File: config.mk
export PLATFORM = sky130hd
export DESIGN_NAME = sort_stat
export DESIGN_NICKNAME = d
export VERILOG_FILES = /design/src/rtl/sort_stat.sv
export SDC_FILE = /design/constraint.sdc
export NUM_CORES = 1
export LEC_CHECK = 0
export ABC_AREA = 1
export CORE_MARGIN = 1
export CORE_UTILIZATION = 51
export DETAILED_ROUTE_END_ITERATION = 8
export GPL_ROUTABILITY_DRIVEN = 0
export GPL_TIMING_DRIVEN = 0
export PLACE_DENSITY = 0.76
export SLEW_MARGIN = 15
export SYNTH_ARGS = -nofsm -noshare
export SYNTH_HDL_FRONTEND = slang
export SYNTH_SLANG_ARGS = --single-unit
export TNS_END_PERCENT = 5
File: constraint.sdc
create_clock -name clk -period 1.66 [get_ports clk]
set_input_delay 0.332 -clock clk [delete_from_list [all_inputs] [get_ports clk]]
set_output_delay 0.332 -clock clk [all_outputs]
set_load 0.02 [all_outputs]
File: src/rtl/sort_stat.sv
// Burst statistics on an ascending-sorted stream.
// Reports sum, median of beats 3/4, range and a malformed-burst flag.
module sort_stat #(
   parameter int BEATS = 8,
   parameter int DW    = 6
) (
   input  logic          clk,
   input  logic          rst,
   input  logic [DW-1:0] in,
   input  logic          in_valid,
   output logic [DW+2:0] sum,
   output logic [DW-1:0] med,
   output logic [DW-1:0] rng,
   output logic          err,
   output logic          out_valid
);

   localparam int CW = $clog2(BEATS + 2);

   localparam logic [1:0] IDLE    = 2'd0;
   localparam logic [1:0] COLLECT = 2'd1;
   localparam logic [1:0] REPORT  = 2'd2;

   logic [1:0]    state;
   logic [CW-1:0] cnt;
   logic          ord_err;
   logic [DW+2:0] acc;
   logic [DW-1:0] v0;
   logic [DW-1:0] b3;
   logic [DW-1:0] b4;
   logic [DW-1:0] prev;
   logic [DW:0]   mid_sum;
   logic          bad;

   assign mid_sum = {1'b0, b3} + {1'b0, b4};
   assign bad     = (cnt != CW'(BEATS)) | ord_err;

   always_ff @(posedge clk) begin
      if (rst) begin
         state     <= IDLE;
         cnt       <= '0;
         ord_err   <= 1'b0;
         acc       <= '0;
         v0        <= '0;
         b3        <= '0;
         b4        <= '0;
         prev      <= '0;
         sum       <= '0;
         med       <= '0;
         rng       <= '0;
         err       <= 1'b0;
         out_valid <= 1'b0;
      end else begin
         sum       <= '0;
         med       <= '0;
         rng       <= '0;
         err       <= 1'b0;
         out_valid <= 1'b0;
         unique case (state)
            IDLE, REPORT: begin
               // A beat here is always beat 0 of a fresh burst
               if (in_valid) begin
                  state   <= COLLECT;
                  cnt     <= CW'(1);
                  ord_err <= 1'b0;
                  acc     <= {3'b000, in};
                  v0      <= in;
                  b3      <= '0;
                  b4      <= '0;
                  prev    <= in;
               end else begin
                  state <= IDLE;
               end
            end
            COLLECT: begin
               if (in_valid) begin
                  if (cnt != CW'(BEATS + 1))
                     cnt <= cnt + CW'(1);
                  acc  <= acc + {3'b000, in};
                  prev <= in;
                  if (in < prev)
                     ord_err <= 1'b1;
                  if (cnt == CW'(3))
                     b3 <= in;
                  if (cnt == CW'(4))
                     b4 <= in;
               end else begin
                  state     <= REPORT;
                  out_valid <= 1'b1;
                  err       <= bad;
                  if (!bad) begin
                     sum <= acc;
                     med <= mid_sum[DW:1];
                     rng <= prev - v0;
                  end
               end
            end
            default: state <= IDLE;
         endcase
      end
   end

endmodule

==> flow_summary.ini <==
[status]
status = complete, no violations

[global_route]
grt_usage_pct = 23.8
grt_overflow_total = 0
grt_pass1_wl_um = 11600
grt_pass1_vias = 2617
antenna_found_initial = 0
grt_max_degree = 12

[layout]
mostFrequentLayoutCell = dfxtp_1
final_cell_mix = dfxtp_1, nand2_1, inv_1
synthToLayoutAreaGrowth_pct = 24.5
nets = 475
instances_no_fill = 519
post_route_cells_drive_above_1_share_pct = 15.1
design_area_um2 = 3860
antenna_cells = 0

[pwr]
power_mw = 3.73
pwr-share-comb_pct = 14.0
peakVddDrop_mv = 0.606
p_per_area_nw_per_um2 = 965
power_frac_clock_pct = 42.8
seqPwrFrac_pct = 43.2
power.switching_mw = 0.979
leakage_nw = 1.66
p_sw_share_pct = 26.3
power.internal_mw = 2.75

[yosys]
postSynth.asyncResetShare_pct = 0
syn_nets = 429
syn_avg_cell_area_um2 = 7.89
syn_inst = 393
synth_ff_type = dfxtp_1
synth_warnings = 0
synth.distinct_cells = 37
ys_ff_latch = 63
syn_area_um2 = 3100
ys_seq_area_share_pct = 40.7
synth_edf_count = 0

[timing]
fmaxAchievable_mhz = 615
worst_clock_skew_ns = 0.00724
post-route-min-period_ns = 1.63
tns_ns = 0
finalSetupViolations = 0
period_share_pct = 98.0
tightest_slew_ns = 0.509
drv_slew = 0
hold_viol_final = 0
holdWs_ns = 0.413
rsz0062_at_grt = true
relSlewSlack_pct = 66.1

[hold_path]
hp-class = input pin to register

[cts]
cts_buffer_depth = 2
clk_latency_ns = 0.34
cts_buffers = 9
cts_root_buffer = clkbuf_8
cts_tree = done
cts-htree-levels = 3
hold_buffers = 0
cts_sinks = 63
cts.clk_slew.worst_paths_ns = 0.07

[place]
place_area_um2 = 3500
place_hpwl_um = 4930
placed_cells = 499
io_buffers = 31

[worst_setup_path]
worst_ep_required_time_ns = 1.86
cp-start-kind = register
crit_slowest_cell = dfxtp_2
cpPeakStageDelay_ns = 0.35
critPathMaxFanout = 4
cp_data_arrival_time_ns = 1.83
path_cells = ha_4 > inv_1 > fa_2 > inv_2 > nand3_1 > nand2_1 > xnor2_1 > nand2_1 > nand3_1 > o31ai_1
worstSetupPathType = register to register
crit_path_end_kind = register

[drt]
route.detailed.drc = 0
dr_total_vias = 2729
antenna_left = 0
avgViaCountPerCell = 5.26
dr.pass1.iters = 5
drtIter0Drc = 162
post_drt_wl_per_cell_um = 13.4
routed_wl_um = 6980

[die]
start_util_pct = 52.7
boundaryPins = 32
die_w_um = 80.0
die_area_um2 = 6400
core_um2 = 5890
num_rows = 28
die_y_um = 80.0

[job]
max_cap_violations = 0
[layout make-up]
cell class	count	area, um^2
fill	497	2020
multi-input combinational	260	1620
sequential	63	1260
timing repair buffer	35	345
inverter	62	235
clock buffer	12	165
tap	75	93.8
clock inverter	4	76.3
buffer	8	62.6
[synth_stat cells (4+ instances only)]
cell type | n | area share, %
dfxtp_1 | 63 | 41
nand2_1 | 57 | 6.9
inv_1 | 56 | 6.8
a21oi_1 | 47 | 7.6
nor2_1 | 33 | 4.0
o21ai_0 | 29 | 4.7
ha_1 | 24 | 9.7
nand3_1 | 19 | 3.1
nor2_2 | 8 | 1.6
inv_2 | 6 | 0.73
nand2_2 | 4 | 0.81
nand4_1 | 4 | 0.81
nor2_4 | 4 | 1.5
nor3_1 | 4 | 0.65
[layer usage]
layer	vias up	wire length, um	global-route usage [%]	part of all wire (%)
met5	-	0	0	0
met4	0	193	11.6	2.8
met3	20	318	4.34	4.6
met2	79	3490	42.1	50
met1	1254	2980	27.3	43
li1	1376	-	-	-
[stage by stage]
stage               worst slack (ns)  util [%]
floorplan                     0.0757         -
global placement              -0.553      59.5
detailed placement            -0.616      59.5
CTS                          -0.0367      64.5
global route                 -0.0718      65.6
finish                        0.0334      65.6
[sequential cells by signal, indices dropped and copies added, names as in the netlist]
name	count
acc	9
b3	6
b4	6
cnt	4
err	1
med	6
ord_err	1
out_valid	1
prev	6
rng	6
state	2
sum	9
v0	6
[path summary, 6_finish.rpt]
kind	startpoint	to	slack (ns)	cells past startpoint
worst max-delay path	acc[0]	acc[4]	0.03	10
worst min register to register	acc[8]	sum[8]	0.46	2
worst max register to register	acc[0]	acc[4]	0.03	10
worst min-delay path	in[5]	v0[5]	0.41	3
[cells by family (layout without fill, tap and decap cells)]
family | Yosys count | in the layout | synth area share, %
adders and majority gates | 27 | 27 | 11.6
xor gates and xnor gates | 4 | 4 | 1.13
DFF | 63 | 63 | 40.7
AOI/OAI and AO/OA | 89 | 89 | 15.5
buffers and inverters | 70 | 121 | 9.48
and+or+nand+nor | 140 | 140 | 21.5
[worst max-delay path, delay by kind of cell (launching register included)]
family | cells | cell delay (ns)
fa+ha+maj | 2 | 0.47
flops | 1 | 0.35
simple gates | 4 | 0.31
buf+inv | 2 | 0.15
xor+xnor | 1 | 0.11
compound gates | 1 | 0.09
[repair_timing]
item / CTS / global route
pin swaps: 0 / 7
setup endpoints to repair: 6 / 30
buffers inserted: 0 / 4
resized for setup: 9 / 14
[power by group through the flow]
stage               Clock (mW)  Combinational (mW)  Sequential (mW)
floorplan                    0               0.358             1.63
global placement             0               0.461             1.63
detailed placement           0               0.478             1.64
CTS                       1.60               0.500             1.60
global route              1.67               0.592             1.61
finish                    1.59               0.523             1.61
No activity file was read; power rests on OpenSTA's default activity.
